$ cat src/rtl/unum_mul_arbiter_if.sv
// Requester, multiplier and control bundle for unum_mul_arbiter.
// The slave modport is the arbiter's view; master is the surrounding system.
interface unum_mul_arbiter_if #(
  parameter int unsigned W       = 32,
  parameter int unsigned MUL_LAT = 4
);
  localparam int unsigned CNT_W = $clog2(MUL_LAT + 2) + 1;

  logic             req0_valid;
  logic [W-1:0]     req0_a;
  logic [W-1:0]     req0_b;
  logic             req0_ready;
  logic             req1_valid;
  logic [W-1:0]     req1_a;
  logic [W-1:0]     req1_b;
  logic             req1_ready;
  logic [W-1:0]     mul_a;
  logic [W-1:0]     mul_b;
  logic [W-1:0]     mul_o;
  logic             mul_nan;
  logic             rsp_valid;
  logic             rsp_id;
  logic [W-1:0]     rsp_unum;
  logic             rsp_nan;
  logic             drain;
  logic             drain_done;
  logic [CNT_W-1:0] inflight;

  modport slave (
    input  req0_valid, req0_a, req0_b, req1_valid, req1_a, req1_b,
    input  mul_o, mul_nan, drain,
    output req0_ready, req1_ready, mul_a, mul_b,
    output rsp_valid, rsp_id, rsp_unum, rsp_nan, drain_done, inflight
  );

  modport master (
    output req0_valid, req0_a, req0_b, req1_valid, req1_a, req1_b,
    output mul_o, mul_nan, drain,
    input  req0_ready, req1_ready, mul_a, mul_b,
    input  rsp_valid, rsp_id, rsp_unum, rsp_nan, drain_done, inflight
  );
endinterface

$ cat src/rtl/unum_mul_arbiter.sv
// Round-robin share of one pipelined unum multiplier between two requesters,
// with an ID tag pipe for response routing and a drain/halt quiesce FSM.
module unum_mul_arbiter #(
  parameter int unsigned MUL_LAT = 4,
  parameter int unsigned W       = 32
) (
  input  logic              clk,
  input  logic              rst,
  unum_mul_arbiter_if.slave bus
);
  localparam int unsigned CNT_W = $clog2(MUL_LAT + 2) + 1;
  localparam int unsigned TAG_D = MUL_LAT + 1;

  localparam logic [1:0] ST_RUN   = 2'd0;
  localparam logic [1:0] ST_DRAIN = 2'd1;
  localparam logic [1:0] ST_HALT  = 2'd2;

  logic [1:0]       state;
  logic [1:0]       state_nxt;
  logic             last_grant;
  logic [TAG_D-1:0] tag_v;
  logic [TAG_D-1:0] tag_id;
  logic [CNT_W-1:0] inflight_q;
  logic             issue_ok_c;
  logic             grant0_c;
  logic             grant1_c;
  logic             accept_c;
  logic             retire_c;

  // Issue is blocked as soon as drain is seen, so the drain edge never accepts.
  assign issue_ok_c = (state == ST_RUN) && !bus.drain;
  assign grant0_c   = issue_ok_c && bus.req0_valid && (!bus.req1_valid || last_grant);
  assign grant1_c   = issue_ok_c && bus.req1_valid && (!bus.req0_valid || !last_grant);
  assign accept_c   = grant0_c || grant1_c;
  assign retire_c   = tag_v[MUL_LAT];

  assign bus.req0_ready = grant0_c;
  assign bus.req1_ready = grant1_c;
  assign bus.inflight   = inflight_q;

  // Next-state logic.
  always_comb begin
    state_nxt = state;
    case (state)
      ST_RUN:   if (bus.drain)             state_nxt = ST_DRAIN;
      ST_DRAIN: if (inflight_q == '0)      state_nxt = ST_HALT;
      ST_HALT:  if (!bus.drain)            state_nxt = ST_RUN;
      default:                             state_nxt = ST_RUN;
    endcase
  end

  always_ff @(posedge clk or posedge rst) begin
    if (rst) begin
      state <= ST_RUN;
    end else begin
      state <= state_nxt;
    end
  end

  // Operand issue, tag pipe, response capture and occupancy count.
  always_ff @(posedge clk or posedge rst) begin
    if (rst) begin
      last_grant     <= 1'b1;
      bus.mul_a      <= W'(0);
      bus.mul_b      <= W'(0);
      tag_v          <= '0;
      tag_id         <= '0;
      bus.rsp_valid  <= 1'b0;
      bus.rsp_id     <= 1'b0;
      bus.rsp_unum   <= W'(0);
      bus.rsp_nan    <= 1'b0;
      bus.drain_done <= 1'b0;
      inflight_q     <= '0;
    end else begin
      if (accept_c) begin
        last_grant <= grant1_c;
      end
      // Idle cycles feed 0x0 so the multiplier does not toggle needlessly.
      bus.mul_a <= grant0_c ? bus.req0_a : (grant1_c ? bus.req1_a : W'(0));
      bus.mul_b <= grant0_c ? bus.req0_b : (grant1_c ? bus.req1_b : W'(0));
      tag_v     <= {tag_v[TAG_D-2:0], accept_c};
      tag_id    <= {tag_id[TAG_D-2:0], grant1_c};

      bus.rsp_valid <= retire_c;
      if (retire_c) begin
        bus.rsp_id   <= tag_id[MUL_LAT];
        bus.rsp_unum <= bus.mul_o;
        bus.rsp_nan  <= bus.mul_nan;
      end

      bus.drain_done <= (state_nxt == ST_HALT);

      case ({accept_c, retire_c})
        2'b10:   inflight_q <= inflight_q + CNT_W'(1);
        2'b01:   inflight_q <= inflight_q - CNT_W'(1);
        default: inflight_q <= inflight_q;
      endcase
    end
  end
endmodule

$ cat src/flat_wrapper.sv
// flat-port wrapper written by rule: the top's interface ports become plain ports
module unum_mul_arbiter_flat 
#(
  parameter int unsigned MUL_LAT = 4,
  parameter int unsigned W       = 32
)
  (clk, rst, bus_req0_valid, bus_req0_a, bus_req0_b, bus_req1_valid, bus_req1_a, bus_req1_b, bus_mul_o, bus_mul_nan, bus_drain, bus_req0_ready, bus_req1_ready, bus_mul_a, bus_mul_b, bus_rsp_valid, bus_rsp_id, bus_rsp_unum, bus_rsp_nan, bus_drain_done, bus_inflight);
  unum_mul_arbiter_if #(.W(W), .MUL_LAT(MUL_LAT)) bus_i ();
  input  logic clk;
  input  logic rst;
  input wire logic [$bits(bus_i.req0_valid)-1:0] bus_req0_valid;
  input wire logic [$bits(bus_i.req0_a)-1:0] bus_req0_a;
  input wire logic [$bits(bus_i.req0_b)-1:0] bus_req0_b;
  input wire logic [$bits(bus_i.req1_valid)-1:0] bus_req1_valid;
  input wire logic [$bits(bus_i.req1_a)-1:0] bus_req1_a;
  input wire logic [$bits(bus_i.req1_b)-1:0] bus_req1_b;
  input wire logic [$bits(bus_i.mul_o)-1:0] bus_mul_o;
  input wire logic [$bits(bus_i.mul_nan)-1:0] bus_mul_nan;
  input wire logic [$bits(bus_i.drain)-1:0] bus_drain;
  output wire logic [$bits(bus_i.req0_ready)-1:0] bus_req0_ready;
  output wire logic [$bits(bus_i.req1_ready)-1:0] bus_req1_ready;
  output wire logic [$bits(bus_i.mul_a)-1:0] bus_mul_a;
  output wire logic [$bits(bus_i.mul_b)-1:0] bus_mul_b;
  output wire logic [$bits(bus_i.rsp_valid)-1:0] bus_rsp_valid;
  output wire logic [$bits(bus_i.rsp_id)-1:0] bus_rsp_id;
  output wire logic [$bits(bus_i.rsp_unum)-1:0] bus_rsp_unum;
  output wire logic [$bits(bus_i.rsp_nan)-1:0] bus_rsp_nan;
  output wire logic [$bits(bus_i.drain_done)-1:0] bus_drain_done;
  output wire logic [$bits(bus_i.inflight)-1:0] bus_inflight;
  assign bus_i.req0_valid = bus_req0_valid;
  assign bus_i.req0_a = bus_req0_a;
  assign bus_i.req0_b = bus_req0_b;
  assign bus_i.req1_valid = bus_req1_valid;
  assign bus_i.req1_a = bus_req1_a;
  assign bus_i.req1_b = bus_req1_b;
  assign bus_i.mul_o = bus_mul_o;
  assign bus_i.mul_nan = bus_mul_nan;
  assign bus_i.drain = bus_drain;
  assign bus_req0_ready = bus_i.req0_ready;
  assign bus_req1_ready = bus_i.req1_ready;
  assign bus_mul_a = bus_i.mul_a;
  assign bus_mul_b = bus_i.mul_b;
  assign bus_rsp_valid = bus_i.rsp_valid;
  assign bus_rsp_id = bus_i.rsp_id;
  assign bus_rsp_unum = bus_i.rsp_unum;
  assign bus_rsp_nan = bus_i.rsp_nan;
  assign bus_drain_done = bus_i.drain_done;
  assign bus_inflight = bus_i.inflight;
  unum_mul_arbiter #(.MUL_LAT(MUL_LAT), .W(W)) u_core (.clk(clk), .rst(rst), .bus(bus_i));
endmodule
$ cat config.mk
export PLATFORM = sky130hd
export DESIGN_NAME = unum_mul_arbiter_flat
export DESIGN_NICKNAME = d
export VERILOG_FILES = /design/src/rtl/unum_mul_arbiter_if.sv /design/src/rtl/unum_mul_arbiter.sv /design/src/flat_wrapper.sv
export SDC_FILE = /design/constraint.sdc
export NUM_CORES = 1
export LEC_CHECK = 0
export CAP_MARGIN = 20
export CORE_AREA = 2 2 107 109
export DETAILED_ROUTE_END_ITERATION = 10
export DIE_AREA = 0 0 109 111
export DONT_BUFFER_PORTS = 1
export PLACE_DENSITY = 0.56
export SETUP_SLACK_MARGIN = 0.15
export SLEW_MARGIN = 20
export SYNTH_ARGS = -nofsm -noshare
export SYNTH_HDL_FRONTEND = slang
export SYNTH_SLANG_ARGS = --single-unit
$ cat constraint.sdc
create_clock -name clk -period 5.94 [get_ports clk]
set_clock_uncertainty 0.2 [all_clocks]
set_input_delay 0.594 -clock clk [delete_from_list [all_inputs] [get_ports clk]]
set_output_delay 0.594 -clock clk [all_outputs]
set_load 0.05 [all_outputs]
==> impl_results.md <==
* Post-DRT Antenna Nets at 0
* Final nets at between 400 and 500
* GR Util All Layers at between 10% and 20%
* Top cell type's share of synthesized area at between 60% and 70%
* Count of final hold-check violations at 0
* Clk sink count at approximately 120
* GR Util met3 at a little under a tenth
* # rows at 39
* Synth area leader: dfrtp_1
* Dpl hpwl at approximately 7000 um
* Lkg Pwr at roughly 2.3 nW
* Worst slew pin tran at roughly 0.83 ns
* Worst skew pair latency at 0.40 ns
* Met2 Use GR at 26.05%
* Initial antenna violation count at 1
* Via count at 2384
* Die ar. at about 12000 sq um
* Worst EP required at 6.05 ns
* Peak supply drop at 0.2434 mV
* PwrDens at between 600 and 700 nW/um^2
* Final WL at a little under 10000 um
* RSZ-0062 raised after global routing: false
* Grt peak-use layer: met2
* Initial Util at between 30% and 40%
* Total negative setup slack at 0 ns
* Layout area overhead at 17.02%
* Die W at 109 um
* Fillers at ~1000
* Root Buffer: clkbuf_16
* FF+latch count, synth at 117
* Cts repair resizes at 0
* Final Slew Violations at 0
* Worst Setup Start Kind: flip-flop
* Placement Cell Area at 4367 sq um
* Placed cell count at ~400
* WP data arrival at 3.28 ns
* Maxcap violations at 0
* Syn Nets at about 440
* Min Clock Period, post-route at roughly 3.2 ns
* I/O pin count at between 200 and 300
* Critical Path Sink Type: flip-flop
* Library cells used by synthesis at 35
* CP Class: flip-flop to flip-flop
* Max Fclk at around 310 MHz
* First-pass GRT wire length at 14230 um
* Die Height at 111 um
* CTS tree: yes
* Cells after synthesis at between 200 and 300
* Period utilization at 53.49%
* Max stage delay on crit path at around 0.62 ns
* I/O Buffers at 0
* Clk slew on worst S/H paths at 0.06 ns
* Ranking of synthesized cells by area: dfrtp_1, a22o_1, mux2_2
* Share of cells above drive strength 1 at 23.02%
* Status: completed
* Share of the yosys chip area belonging to registers at approximately two thirds
* Fin cells at 435
* Post-DR vias/cell at between 5 and 6
* Drt first pass iters at 4
* H-tree depth at 4
* Pwr Total at ~3.2 mW
* WL per Instance at roughly 23 um
* Syn_area_per_cell at roughly 16 sq um
* Mapped cell area at around 4300 sq um
* Design area at 4997 sq um
* GRT Residual Overflow at 0
* Max_slew headroom at between 40% and 50%
* HP Class: input pin to flip-flop
* CTS Buf Count at 17
* GP Congestion at 0.7448
* Placeable Area at roughly 11000 sq um
* Global Route met1 Usage at ~18%
* Synthesis warning total at 0
* Vias in the first global route at 2432
* Largest net degree at the start of global routing at 70
* Fin util at 45.11%
* 1st-iter DRT viols at between 100 and 150
* Crit-path max FO at approximately 70
* CTS Buffer Depth at 2
* Crit-path cells: nor3_1 > and3_2 > buf_4 > nor2_1 > ha_1 > or4b_1 > a21o_1 > o221ai_1
* DR DRC count at 0
* CP max stage cell: buf_4
* Final setup viols at 0
-- layout make-up --
class,instances,area (sq um),share of cell area [%]
flip-flops and latches,117,2929,58.61
repair buffers,5,40.04,0.8012
multi-input cells,133,1211,24.24
diodes,1,2.502,0.05008
inverters,4,17.52,0.3505
clock inverters,9,150.1,3.005
well taps,143,178.9,3.580
clock buffers,23,467.9,9.364
-- routing by layer --
| metal | share of wire (%) | up-vias |
|---|---|---|
| met1 | 35 | 1192 |
| met4 | 0.92 | 0 |
| met2 | 51 | 163 |
| met3 | 13 | 8 |
| met5 | 0 | - |
| li1 | - | 1021 |
-- registers in the layout, summed over array words and instances, names as in the netlist, 2 cells and up --
| register | cells |
|---|---|
| u_core.bus.mul_a | 32 |
| u_core.bus.rsp_unum | 32 |
| u_core.state | 2 |
| u_core.tag_id | 5 |
| u_core.bus.mul_b | 32 |
| u_core.bus.inflight | 4 |
| u_core.tag_v | 5 |
-- cells in the mapped netlist --
| cell type | instances |
|---|---|
| or4_1 | 1 |
| nand2b_1 | 1 |
| and3_1 | 2 |
| o21bai_1 | 1 |
| a21o_1 | 1 |
| nor2_1 | 3 |
| clkbuf_1 | 2 |
| or2_1 | 1 |
| xor2_1 | 1 |
| nor3_1 | 1 |
| or3b_1 | 1 |
| buf_4 | 1 |
| mux2_1 | 5 |
| inv_1 | 4 |
| buf_6 | 2 |
| o41ai_1 | 1 |
| nor2b_1 | 1 |
| nand2_1 | 2 |
| dfstp_2 | 1 |
| a22o_1 | 64 |
| o221ai_1 | 1 |
| o21a_1 | 1 |
| o21ai_1 | 2 |
| a21oi_1 | 1 |
| dfrtp_1 | 116 |
| mux2_2 | 30 |
| a2111oi_2 | 1 |
| mux2i_1 | 1 |
| ha_1 | 3 |
| a211oi_1 | 1 |
| or4b_1 | 1 |
| nand3b_1 | 2 |
| nor4_1 | 1 |
| xnor2_1 | 2 |
| buf_2 | 16 |
-- stage by stage --
stage / setup WS (ns) / hold WS (ns)
final: 2.763 / 0.1187
after global routing: 2.530 / 0.09947
after CTS: 2.725 / 0.09926
after detailed placement: 2.594 / 0.1355
after global placement: 2.714 / 0.1316
after floorplan: 2.047 / 0.1312
-- final timing paths --
path / depth (start not counted) / endpoint / startpoint / slack (ns)
worst max-delay path: 8 / u_core.bus.inflight[3] / u_core.state[0] / 2.76
worst min-delay path: 1 / u_core.bus.mul_a[10] / bus_req1_a[10] / 0.12
worst max register to register: 8 / u_core.bus.inflight[3] / u_core.state[0] / 2.76
worst min register to register: 0 / u_core.tag_v[3] / u_core.tag_v[2] / 0.14
max in group asynchronous: 3 / u_core.bus.rsp_unum[16] / rst / 3.71
min in group asynchronous: 2 / u_core.bus.mul_b[14] / rst / 0.56
-- power breakdown --
group          internal [mW]  switching (mW)  leakage [nW]
Combinational          0.194           0.158         0.482
Clock                  0.722           0.337         0.297
Sequential             0.996           0.816          1.53
Total                   1.91            1.31          2.31
-- logic make-up after synthesis --
family / share of synthesized area, %
AO/OA/AOI/OAI: 14.94
XOR/XNOR: 0.6154
adder cells (fa/ha/maj): 0.8791
buffers and inverters: 3.106
flip-flops: 68.59
multiplexers: 9.464
AND/OR/NAND/NOR: 2.403
-- critical path, delay by kind of cell (launching register included) --
kind            cells  cell delay (ns)
compound gates      2             0.24
fa+ha+maj           1             0.45
buf+inv             1             0.62
flops               1             0.41
simple gates        4             1.14
-- layout by cell type (no fill, tap or decap), types with 2 or more instances in the layout --
| cell | n |
|---|---|
| nand3b_1 | 2 |
| clkbuf_1 | 4 |
| clkinv_2 | 3 |
| clkinvlp_4 | 2 |
| mux2_2 | 30 |
| clkbuf_16 | 17 |
| dfrtp_1 | 116 |
| inv_1 | 3 |
| clkbuf_8 | 2 |
| bufinv_16 | 4 |
| ha_1 | 3 |
| buf_4 | 4 |
| mux2_1 | 5 |
| a22o_1 | 64 |
| nand2_1 | 2 |
| xnor2_1 | 2 |
| o21ai_1 | 2 |
| and3_2 | 2 |
| nor2_1 | 3 |
-- repair_timing --
action / CTS / global route
hold buffers: 1 / 0
buffers inserted: 0 / 0
hold endpoints to repair: 51 / 0
(Power assumes the default switching activity.)
